## config.mk

```make
export PLATFORM = sky130hd
export DESIGN_NAME = md_unit_iter_flat
export DESIGN_NICKNAME = d
export VERILOG_FILES = /design/src/rtl/md_pkg.sv /design/src/rtl/md_unit_iter_if.sv /design/src/rtl/md_div_step.sv /design/src/rtl/md_unit_iter.sv /design/src/flat_wrapper.sv
export SDC_FILE = /design/constraint.sdc
export NUM_CORES = 2
export LEC_CHECK = 0
export ABC_AREA = 1
export BUFFER_PORTS_ARGS = -buffer_cell sky130_fd_sc_hd__buf_4
export CAP_MARGIN = 40
export CORE_UTILIZATION = 55
export DETAILED_ROUTE_END_ITERATION = 16
export PLACE_DENSITY = 0.71
export SLEW_MARGIN = 20
export SYNTH_ARGS = -nofsm -noshare
export SYNTH_HDL_FRONTEND = slang
export SYNTH_HIERARCHICAL = 1
export SYNTH_SLANG_ARGS = --single-unit
```

## constraint.sdc

```tcl
create_clock -name clk -period 11.1 [get_ports clk]
set_input_delay 1.11 -clock clk [delete_from_list [all_inputs] [get_ports clk]]
set_output_delay 1.11 -clock clk [all_outputs]
set_load 0.01 [all_outputs]
```

## src/rtl/md_pkg.sv

```systemverilog
// Shared definitions for the iterative multiply/divide unit: op codes,
// FSM state encoding and op classification helpers.
package md_pkg;

    localparam logic [2:0] MD_MULTU = 3'b000;
    localparam logic [2:0] MD_MULT  = 3'b001;
    localparam logic [2:0] MD_DIVU  = 3'b010;
    localparam logic [2:0] MD_DIV   = 3'b011;
    localparam logic [2:0] MD_MTHI  = 3'b100;
    localparam logic [2:0] MD_MTLO  = 3'b101;
    localparam logic [2:0] MD_MADD  = 3'b110;
    localparam logic [2:0] MD_MSUB  = 3'b111;

    localparam logic [1:0] ST_IDLE = 2'd0;
    localparam logic [1:0] ST_MUL  = 2'd1;
    localparam logic [1:0] ST_DIV  = 2'd2;
    localparam logic [1:0] ST_FIX  = 2'd3;

    function automatic logic is_mul_class(input logic [2:0] op);
        return (op == MD_MULTU) || (op == MD_MULT) ||
               (op == MD_MADD)  || (op == MD_MSUB);
    endfunction

    function automatic logic is_div_class(input logic [2:0] op);
        return (op == MD_DIVU) || (op == MD_DIV);
    endfunction

    // Ops whose operands are two's complement.
    function automatic logic is_signed_op(input logic [2:0] op);
        return (op == MD_MULT) || (op == MD_DIV) ||
               (op == MD_MADD) || (op == MD_MSUB);
    endfunction

endpackage

```

## src/rtl/md_unit_iter_if.sv

```systemverilog
// Issue/result bundle between the EX stage and the multiply/divide unit.
// start is a one-edge strobe honoured only while busy is low; there is no
// ready signal, the issuer stalls on busy. done pulses for one cycle when a
// multi-cycle op writes HI/LO.
interface md_unit_iter_if #(
    parameter int WIDTH = 32
);
    logic [WIDTH-1:0] a;
    logic [WIDTH-1:0] b;
    logic             start;
    logic [2:0]       op;
    logic             flush;
    logic             busy;
    logic             done;
    logic [WIDTH-1:0] hi;
    logic [WIDTH-1:0] lo;
    logic [1:0]       dbg_state;

    modport master (
        output a, b, start, op, flush,
        input  busy, done, hi, lo, dbg_state
    );

    modport slave (
        input  a, b, start, op, flush,
        output busy, done, hi, lo, dbg_state
    );
endinterface

```

## src/rtl/md_div_step.sv

```systemverilog
// One restoring-division iteration on unsigned magnitudes: shift the next
// dividend bit into the remainder and subtract the divisor if it fits.
module md_div_step #(
    parameter int WIDTH = 32
) (
    input  logic [WIDTH-1:0] rem,
    input  logic [WIDTH-1:0] dividend,
    input  logic [WIDTH-1:0] divisor,
    output logic [WIDTH-1:0] rem_next,
    output logic [WIDTH-1:0] dividend_next,
    output logic             q_bit
);
    logic [WIDTH:0] shifted;
    logic [WIDTH:0] diff;

    // One extra bit: the shifted remainder can reach 2*divisor-1.
    assign shifted       = {rem, dividend[WIDTH-1]};
    assign diff          = shifted - {1'b0, divisor};
    assign q_bit         = ~diff[WIDTH];
    assign rem_next      = q_bit ? diff[WIDTH-1:0] : shifted[WIDTH-1:0];
    assign dividend_next = {dividend[WIDTH-2:0], 1'b0};
endmodule

```

## src/rtl/md_unit_iter.sv

```systemverilog
// Multi-cycle multiply/divide unit owning HI/LO. Multiplies wait a fixed
// latency before commit; divides run one restoring step per cycle plus a sign fix.
module md_unit_iter
    import md_pkg::*;
#(
    parameter int WIDTH      = 32,
    parameter int MUL_CYCLES = 5
) (
    input logic           clk,
    input logic           reset,
    md_unit_iter_if.slave bus
);
    localparam int CNT_W = $clog2(WIDTH + 16);

    logic [1:0]         state_q, state_d;
    logic [CNT_W-1:0]   cnt_q, cnt_d;
    logic [2*WIDTH-1:0] res_q, res_d;
    logic [WIDTH-1:0]   hi_q, hi_d;
    logic [WIDTH-1:0]   lo_q, lo_d;
    logic               done_q, done_d;
    logic [WIDTH-1:0]   rem_q, rem_d;
    logic [WIDTH-1:0]   dvd_q, dvd_d;
    logic [WIDTH-1:0]   dvs_q, dvs_d;
    logic [WIDTH-1:0]   quo_q, quo_d;
    logic               neg_quo_q, neg_quo_d;
    logic               neg_rem_q, neg_rem_d;

    logic               sgn;
    logic [2*WIDTH-1:0] a_ext, b_ext, prod, acc;
    logic [WIDTH-1:0]   a_mag, b_mag;
    logic [WIDTH-1:0]   step_rem, step_dvd;
    logic               step_q;

    // Sign-extending to 2*WIDTH makes a single multiplier serve both signednesses.
    assign sgn   = is_signed_op(bus.op);
    assign a_ext = {{WIDTH{sgn & bus.a[WIDTH-1]}}, bus.a};
    assign b_ext = {{WIDTH{sgn & bus.b[WIDTH-1]}}, bus.b};
    assign prod  = a_ext * b_ext;
    assign acc   = {hi_q, lo_q};
    assign a_mag = (sgn && bus.a[WIDTH-1]) ? -bus.a : bus.a;
    assign b_mag = (sgn && bus.b[WIDTH-1]) ? -bus.b : bus.b;

    md_div_step #(.WIDTH(WIDTH)) u_step (
        .rem           (rem_q),
        .dividend      (dvd_q),
        .divisor       (dvs_q),
        .rem_next      (step_rem),
        .dividend_next (step_dvd),
        .q_bit         (step_q)
    );

    always_comb begin
        state_d   = state_q;
        cnt_d     = cnt_q;
        res_d     = res_q;
        hi_d      = hi_q;
        lo_d      = lo_q;
        done_d    = 1'b0;
        rem_d     = rem_q;
        dvd_d     = dvd_q;
        dvs_d     = dvs_q;
        quo_d     = quo_q;
        neg_quo_d = neg_quo_q;
        neg_rem_d = neg_rem_q;

        case (state_q)
            ST_IDLE: begin
                if (bus.start) begin
                    if (bus.op == MD_MTHI) begin
                        hi_d = bus.a;
                    end else if (bus.op == MD_MTLO) begin
                        lo_d = bus.a;
                    end else if (is_mul_class(bus.op)) begin
                        if (bus.op == MD_MADD)      res_d = acc + prod;
                        else if (bus.op == MD_MSUB) res_d = acc - prod;
                        else                        res_d = prod;
                        cnt_d   = CNT_W'(MUL_CYCLES);
                        state_d = ST_MUL;
                    end else if (is_div_class(bus.op) && (bus.b != '0)) begin
                        rem_d     = '0;
                        dvd_d     = a_mag;
                        dvs_d     = b_mag;
                        quo_d     = '0;
                        neg_quo_d = sgn & (bus.a[WIDTH-1] ^ bus.b[WIDTH-1]);
                        neg_rem_d = sgn & bus.a[WIDTH-1];
                        cnt_d     = CNT_W'(WIDTH);
                        state_d   = ST_DIV;
                    end
                end
            end
            ST_MUL: begin
                if (cnt_q == CNT_W'(1)) begin
                    hi_d    = res_q[2*WIDTH-1:WIDTH];
                    lo_d    = res_q[WIDTH-1:0];
                    done_d  = 1'b1;
                    cnt_d   = '0;
                    state_d = ST_IDLE;
                end else begin
                    cnt_d = cnt_q - CNT_W'(1);
                end
            end
            ST_DIV: begin
                rem_d = step_rem;
                dvd_d = step_dvd;
                quo_d = {quo_q[WIDTH-2:0], step_q};
                cnt_d = cnt_q - CNT_W'(1);
                if (cnt_q == CNT_W'(1)) state_d = ST_FIX;
            end
            ST_FIX: begin
                lo_d    = neg_quo_q ? -quo_q : quo_q;
                hi_d    = neg_rem_q ? -rem_q : rem_q;
                done_d  = 1'b1;
                state_d = ST_IDLE;
            end
            default: state_d = ST_IDLE;
        endcase

        // A squash discards everything decided above, including an IDLE start.
        if (bus.flush) begin
            state_d = ST_IDLE;
            cnt_d   = '0;
            hi_d    = hi_q;
            lo_d    = lo_q;
            done_d  = 1'b0;
        end
    end

    always_ff @(posedge clk) begin
        if (reset) begin
            state_q   <= ST_IDLE;
            cnt_q     <= '0;
            res_q     <= '0;
            hi_q      <= '0;
            lo_q      <= '0;
            done_q    <= 1'b0;
            rem_q     <= '0;
            dvd_q     <= '0;
            dvs_q     <= '0;
            quo_q     <= '0;
            neg_quo_q <= 1'b0;
            neg_rem_q <= 1'b0;
        end else begin
            state_q   <= state_d;
            cnt_q     <= cnt_d;
            res_q     <= res_d;
            hi_q      <= hi_d;
            lo_q      <= lo_d;
            done_q    <= done_d;
            rem_q     <= rem_d;
            dvd_q     <= dvd_d;
            dvs_q     <= dvs_d;
            quo_q     <= quo_d;
            neg_quo_q <= neg_quo_d;
            neg_rem_q <= neg_rem_d;
        end
    end

    assign bus.busy      = (state_q != ST_IDLE);
    assign bus.done      = done_q;
    assign bus.hi        = hi_q;
    assign bus.lo        = lo_q;
    assign bus.dbg_state = state_q;
endmodule
```

## src/flat_wrapper.sv

```systemverilog
// flat-port wrapper written by rule: the top's interface ports become plain ports
module md_unit_iter_flat import md_pkg::*;
#(
    parameter int WIDTH      = 32,
    parameter int MUL_CYCLES = 5
)
  (clk, reset, bus_a, bus_b, bus_start, bus_op, bus_flush, bus_busy, bus_done, bus_hi, bus_lo, bus_dbg_state);
  md_unit_iter_if #(.WIDTH(WIDTH)) bus_i ();
  input logic clk;
  input logic reset;
  input wire logic [$bits(bus_i.a)-1:0] bus_a;
  input wire logic [$bits(bus_i.b)-1:0] bus_b;
  input wire logic [$bits(bus_i.start)-1:0] bus_start;
  input wire logic [$bits(bus_i.op)-1:0] bus_op;
  input wire logic [$bits(bus_i.flush)-1:0] bus_flush;
  output wire logic [$bits(bus_i.busy)-1:0] bus_busy;
  output wire logic [$bits(bus_i.done)-1:0] bus_done;
  output wire logic [$bits(bus_i.hi)-1:0] bus_hi;
  output wire logic [$bits(bus_i.lo)-1:0] bus_lo;
  output wire logic [$bits(bus_i.dbg_state)-1:0] bus_dbg_state;
  assign bus_i.a = bus_a;
  assign bus_i.b = bus_b;
  assign bus_i.start = bus_start;
  assign bus_i.op = bus_op;
  assign bus_i.flush = bus_flush;
  assign bus_busy = bus_i.busy;
  assign bus_done = bus_i.done;
  assign bus_hi = bus_i.hi;
  assign bus_lo = bus_i.lo;
  assign bus_dbg_state = bus_i.dbg_state;
  md_unit_iter #(.WIDTH(WIDTH), .MUL_CYCLES(MUL_CYCLES)) u_core (.clk(clk), .reset(reset), .bus(bus_i));
endmodule
```

=== Word level (Yosys, flattened, before mapping) ===
Index checks and enable logic that the tools add are counted.

* Logic and storage cells: 122
* Output and inout port bits: 68
* Register bits after elaboration: 267

* Reduce and logical (&&, ||, !) cells: 25
* Add/subtract/negate cells: 8
* Equal/unequal tests: 21
* Mux-type cells: 46
* Bitwise operators: 9
* Multipliers: 1

{| class="wikitable"
|+ Operator list
! cell !! number
|-
| two-way mux 32 bit || 22
|-
| one-hot mux 32 bit (2 select lines) || 3
|-
| one-hot mux 32 bit (3 select lines) || 2
|-
| two-way mux 64 bit || 2
|-
| negation 32 bit || 4
|-
| adder 64 bit || 1
|-
| multiplier 33 x 33 -> 64 bit || 1
|-
| subtractor 64 bit || 1
|-
| two-way mux 6 bit || 6
|-
| subtractor 33 x 32 -> 33 bit || 1
|-
| nonzero test 32 bit || 1
|-
| AND reduction 6 bit || 4
|-
| one-hot mux 6 bit (3 select lines) || 1
|-
| AND reduction 5 bit || 3
|-
| two-way mux 2 bit || 7
|-
| equality test 3 bit (second input constant) || 4
|-
| inequality test 2 x 1 -> 1 bit (second input constant) || 5
|-
| inequality test 2 bit (second input constant) || 4
|-
| one-hot mux 2 bit (4 select lines) || 1
|-
| logical OR 1 bit || 7
|-
| equality test 3 x 2 -> 1 bit (second input constant) || 2
|-
| equality test 6 x 1 -> 1 bit (second input constant) || 1
|-
| nonzero test 3 bit || 2
|-
| subtractor 6 x 1 -> 6 bit (second input constant) || 1
|-
| other kinds (14) || 24
|}

=== Longest topological paths before layout ===
* Depth after elaboration: 12
* Mapped depth: 52
* Depth with buffers taken out: 49

=== By module ===
The synthesis kept the hierarchy.

{| class="wikitable"
|+ Modules (own cells, without submodules)
! module !! area an instance (um^2) !! cells each !! seq. area each (um^2) !! times used
|-
| md_unit_iter || 63,118.0 || 8,692 || 5,345.1 || 1
|-
| md_div_step || 3,394.5 || 713 || 0.0 || 1
|}

=== Least setup slack after synthesis ===
No wires, ideal clock.

* Path kind: input-to-reg
* From: input bus_op[2]
* To: register u_core.res_q[62]
* Cell stages on the path: 41
* Library setup time: 70 ps
* Arrival time: 9,613 ps
* Required time: 11,030 ps
* Slack: 1,417 ps
* Path buffers: 2
* Cell sequence: nand2_2 -> inv_2 -> a21oi_4 -> clkbuf_1 -> nor2_1 -> fa_1 -> fa_1 -> fa_1 -> inv_1 -> fa_1 -> fa_1 -> fa_1 -> fa_1 -> fa_1 -> inv_1 -> ha_1 -> nand2_1 -> nor2_1 -> (+5 left out) -> nand3_1 -> nand2_1 -> nand2_1 -> inv_2 -> ha_1 -> clkbuf_1 -> nand2_1 -> nor2_1 -> inv_1 -> nor2_1 -> inv_1 -> nor4_1 -> a21oi_1 -> nand3_1 -> nand2_1 -> o21ai_0 -> inv_1 -> a21oi_1

* Longest elaborated chain between the ends: 9
* Elaborated cells on any way between the ends: 23
* Classes of those cells: add/sub (2); mul (1); eq/ne (6); mux (2); bitwise (4); reduce/logical (8)

{| class="wikitable"
|+ Ends and longest elaborated chain
! element !! line !! RTL
|-
| start: declaration || flat_wrapper.sv:14 || <nowiki>input wire logic [$bits(bus_i.op)-1:0] bus_op;</nowiki>
|-
| equality test 3 x 1 -> 1 bit / equality test 3 x 2 -> 1 bit (equally long branches) || md_pkg.sv:20, md_pkg.sv:30 ||
|-
| logical OR 1 bit (2 in series) || md_pkg.sv:30 || <nowiki>return (op == MD_MULT) || (op == MD_DIV) ||</nowiki>
|-
| logical OR 1 bit || md_pkg.sv:31 || <nowiki>(op == MD_MADD) || (op == MD_MSUB);</nowiki>
|-
| bitwise AND 1 bit (on tied branches) || md_unit_iter.sv:36, md_unit_iter.sv:37 ||
|-
| multiplier 33 x 33 -> 64 bit || md_unit_iter.sv:38 || <nowiki>assign prod = a_ext * b_ext;</nowiki>
|-
| subtractor 64 bit || md_unit_iter.sv:75 || <nowiki>else if (bus.op == MD_MSUB) res_d = acc - prod;</nowiki>
|-
| two-way mux 64 bit || md_unit_iter.sv:75 ||
|-
| two-way mux 64 bit || md_unit_iter.sv:74 || <nowiki>if (bus.op == MD_MADD) res_d = acc + prod;</nowiki>
|-
| end signal: assignment || md_unit_iter.sv:145 || <nowiki>res_q <= res_d;</nowiki>
|-
| end: declaration || md_unit_iter.sv:17 || <nowiki>logic [2*WIDTH-1:0] res_q, res_d;</nowiki>
|}

Several ways; a longest one is shown, not always the timed one.
A chain may end at the register's enable or synchronous reset.

=== Worst setup path in the final report ===
* From: input bus_op[1]
* To: register u_core.res_q[46]

The elaborated chain is that of the path after synthesis.

==> flow_results.org <==
** Yosys
- Summing the sequential cell areas from Yosys gives around 8% of the chip area.
- When the netlist entered floorplanning its net count stood at around 11000.
- Most used DFF post-synth :: sky130_fd_sc_hd__dfxtp_1
- Cell area after technology mapping :: approximately 67000 sq um
- Counting flops and latches in the post-synthesis netlist gives about 270.
- Number of flops mapped to enable cells by yosys :: 0
- Cell variety after synth :: 72
- Fraction of registers with async set/reset :: 0%
- Mean cell area of the mapped netlist :: 7.072 sq um
- Gate count after technology mapping :: approximately 9400
- Yosys synthesis warning count :: 6

** Clock network
- Clk sinks :: about 270
- TritonCTS built the clock tree.
- # H-tree levels :: 2
- Max Buffers Root-to-Sink :: 3
- The number of clock buffers added by TritonCTS is 35.
- Clock root buffer :: sky130_fd_sc_hd__clkbuf_16
- After clock tree synthesis, the clock-pin slew on the worst setup and hold paths is about 60 ps.
- For the worst-skew pair, the clock arrives at the later sink with an insertion delay of about 600 ps.

** Setup path
- Among the stages of the critical path, the cell type that occurs most often is sky130_fd_sc_hd__fa_1.
- Endpoint kind of the worst setup timing path :: register
- Among all stages on the critical path, the largest delay is contributed by sky130_fd_sc_hd__fa_1.
- Worst path required time :: 11540 ps
- CP max FO :: 9
- In this design, the stage delay of the slowest critical-path cell is around 640 ps.
- Reg2Reg Setup Slack :: slightly below 7000 ps
- The worst setup path is of the in -> reg kind.
- Arrival time at the worst endpoint :: 11350 ps
- Kind of start point of the critical path :: primary input
- Cell depth of the worst flop-to-flop path :: 12
- The endpoint identified for the worst register-to-register timing path is u_core/rem_q[11]$_SDFFE_PP0P_.
- In this run the critical register-to-register path is launched from u_core/bus.dbg_state[0]$_SDFFE_PP0P_.

** Global route
- Pin count of the biggest net entering global routing :: 94
- After global routing, the most crowded layer is met2.
- Number of antenna violations at the first check in global routing :: 10
- Met1 GRT Util :: between 50% and 60%
- Via count of the first global-routing pass :: 63780
- Overall Global Routing Usage :: 41.73%
- Total overflow reported by the global router :: 0
- For met3 alone, demand over resource in global routing was between 10% and 20%.
- Global routing used 64.61% of the available met2 tracks.
- The first global-routing pass estimated around 380 mm of wire.

** Detailed routing
- The count of nets left with antenna violations once routing finished came out at 0.
- Routed via count divided by cell count :: about 5.8
- Via count :: 63530
- Routed wirelength normalized by instance count :: approximately 23 um
- Before antenna repair, the detailed router went through 12 iterations.
- Aggregate routed wire length :: 255.0 mm
- After detailed routing, the number of remaining DRC violations is 0.
- After the first detailed-routing iteration, the DRC count stood at ~6900.

** Floorplanning
- The floorplan has approximately 130 rows.
- Die Span Y :: between 300 and 400 um
- For this design the top-level I/O count stands at about 140.
- DIE AREA :: roughly 120000 sq um
- Placeable Area :: 120000 sq um
- Starting Density :: a little under three fifths
- Measured along the x axis, the die boundary spans approximately 350 um.

** Timing
- The worst path needs approximately 11000 ps of the cycle, external delays included.
- Number of failing hold endpoints at the final stage :: 0
- Worst-Margin Slew :: ~1000 ps
- For the final database, setup skew stands at around 32 ps.
- Worst-case headroom to the max-slew limit :: a little under a third
- Based on the critical path, the design can be clocked at up to 91.65 MHz.
- Setup violations remaining at the end of the flow were counted as 0.
- Tightest hold margin :: 471.6 ps
- The number of pins exceeding their max-slew limit in the final report is 0.
- Once routing completed, OpenROAD measured the worst setup slack at ~190 ps.
- Setup repair after global routing left no endpoint under its margin.
- Tcrit/Tclk final :: approximately 98%

** Min path
- The worst hold path belongs to the class reg -> reg.
- Hold-critical path endpoint :: u_core/dvd_q[17]$_SDFFE_PP0P_
- The worst hold path begins at u_core/dvd_q[17]$_SDFFE_PP0P_.
- Along the worst hold path, the cell count comes to 2.

** Finish
- The top cell types in the final layout, fill and taps aside, are sky130_fd_sc_hd__inv_1, sky130_fd_sc_hd__nand2_1, sky130_fd_sc_hd__fa_1.
- Relative to the synthesized area, the layout overhead comes to 5.602%.
- Final #Nets :: around 11000
- Leaving out fill and tap cells, the most frequent cell in the layout is sky130_fd_sc_hd__inv_1.
- Utilization after layout :: approximately three fifths
- In the final layout, the share of cells above drive strength 1 is under 10%.

** Job
- Across the run, the number of max-cap violations was 0.

** Placement
- DP HPWL :: about 200 mm
- Post-place setup slack :: -183.5 ps
- The count of buffers added on input and output ports is 138.
- At the end of routability-driven placement, the weighted congestion stood at about 1.2.

** Outcome
- The run finished with clean final reports.
==> worst max-delay path by stage <==
stage	startpoint	end	slack (ps)	depth (start not counted)
2_1_floorplan	bus_op[2]	u_core/res_q[62]$_SDFFE_PP0P_	1420	41
3_3_place_gp	bus_a[17]	u_core/res_q[46]$_SDFFE_PP0P_	-280	37
3_5_place_dp	bus_a[17]	u_core/res_q[46]$_SDFFE_PP0P_	-180	37
4_1_cts	bus_a[17]	u_core/res_q[46]$_SDFFE_PP0P_	390	37
5_1_grt	bus_op[1]	u_core/res_q[54]$_SDFFE_PP0P_	20	45
6_report	bus_op[1]	u_core/res_q[46]$_SDFFE_PP0P_	190	43
==> logic make-up after synthesis <==
logic type      synth area share [%]
xor+xnor                       2.064
fa+ha+maj                      41.12
simple gates                   20.29
buf+inv                        16.16
flops                          8.036
other cells                 0.005638
compound gates                 12.32
==> synthesized netlist by cell type (37+ instances only) <==
library cell / n / share of area [%]
sky130_fd_sc_hd__o21bai_1: 40 / 0.45
sky130_fd_sc_hd__o211ai_1: 55 / 0.62
sky130_fd_sc_hd__nand3_1: 243 / 1.8
sky130_fd_sc_hd__a21oi_1: 515 / 3.9
sky130_fd_sc_hd__o21ai_1: 37 / 0.28
sky130_fd_sc_hd__nor3_1: 56 / 0.42
sky130_fd_sc_hd__fa_1: 1128 / 34
sky130_fd_sc_hd__a41oi_1: 44 / 0.58
sky130_fd_sc_hd__nand2_1: 2185 / 12
sky130_fd_sc_hd__xor2_1: 112 / 1.5
sky130_fd_sc_hd__nor2_1: 589 / 3.3
sky130_fd_sc_hd__buf_1: 84 / 0.47
sky130_fd_sc_hd__a211oi_1: 56 / 0.63
sky130_fd_sc_hd__inv_1: 2240 / 13
sky130_fd_sc_hd__dfxtp_1: 267 / 8.0
sky130_fd_sc_hd__xnor2_1: 41 / 0.54
sky130_fd_sc_hd__buf_4: 46 / 0.52
sky130_fd_sc_hd__ha_1: 381 / 7.2
sky130_fd_sc_hd__o21ai_0: 424 / 3.2
sky130_fd_sc_hd__clkbuf_1: 286 / 1.6
sky130_fd_sc_hd__a31oi_1: 90 / 0.85
sky130_fd_sc_hd__buf_2: 74 / 0.56
sky130_fd_sc_hd__nand4_1: 48 / 0.45
==> timing repair <==
item / in CTS / in global routing
setup endpoints to repair: 0 / 9
setup buffers: 0 / 2
hold buffers: 0 / 0
resized for setup: 0 / 18
==> critical path, delay by kind of cell <==
kind | cells | cell delay (ps)
compound gates | 7 | 1340
fa+ha+maj | 10 | 4700
buf+inv | 13 | 1390
simple gates | 13 | 2740
==> state kept, by name, indices dropped and copies added, names as in the netlist <==
name	cells
u_core/rem_q	32
u_core/neg_rem_q	1
u_core/dvs_q	32
u_core/bus.lo	32
u_core/neg_quo_q	1
u_core/bus.dbg_state	2
u_core/res_q	64
u_core/bus.done	1
u_core/bus.hi	32
u_core/quo_q	32
u_core/dvd_q	32
u_core/cnt_q	6
==> area by class of cell <==
type | count | area, sq um
Tap cell | 1612 | 2017
Multi-Input combinational cell | 6362 | 50500
Fill cell | 11280 | 49730
Antenna cell | 5 | 12.51
Clock buffer | 45 | 983.4
Clock inverter | 16 | 220.2
Inverter | 2277 | 8557
Sequential cell | 267 | 5345
Timing Repair Buffer | 314 | 2601
==> layer usage <==
| metal | vias up | routed length [um] | share of wire (%) |
|---|---|---|---|
| li1 | 27960 | - | - |
| met1 | 30460 | 92330 | 36 |
| met2 | 4050 | 110900 | 43 |
| met3 | 1045 | 30180 | 12 |
| met4 | 16 | 21500 | 8.4 |
| met5 | - | 91 | 0.036 |
==> per-stage QoR <==
step	TNS (ps)	cell area, sq um	instances
finish	0	70240	10900
detailed placement	-958.1	68810	10820
global placement	-1464	68690	10820
CTS	0	70010	10890
floorplan	0	66510	9405
global route	0	70230	10890
Power is left out: the tool's default activity adds up to more than one toggle a clock period on the data nets, which glitch-free logic cannot reach.
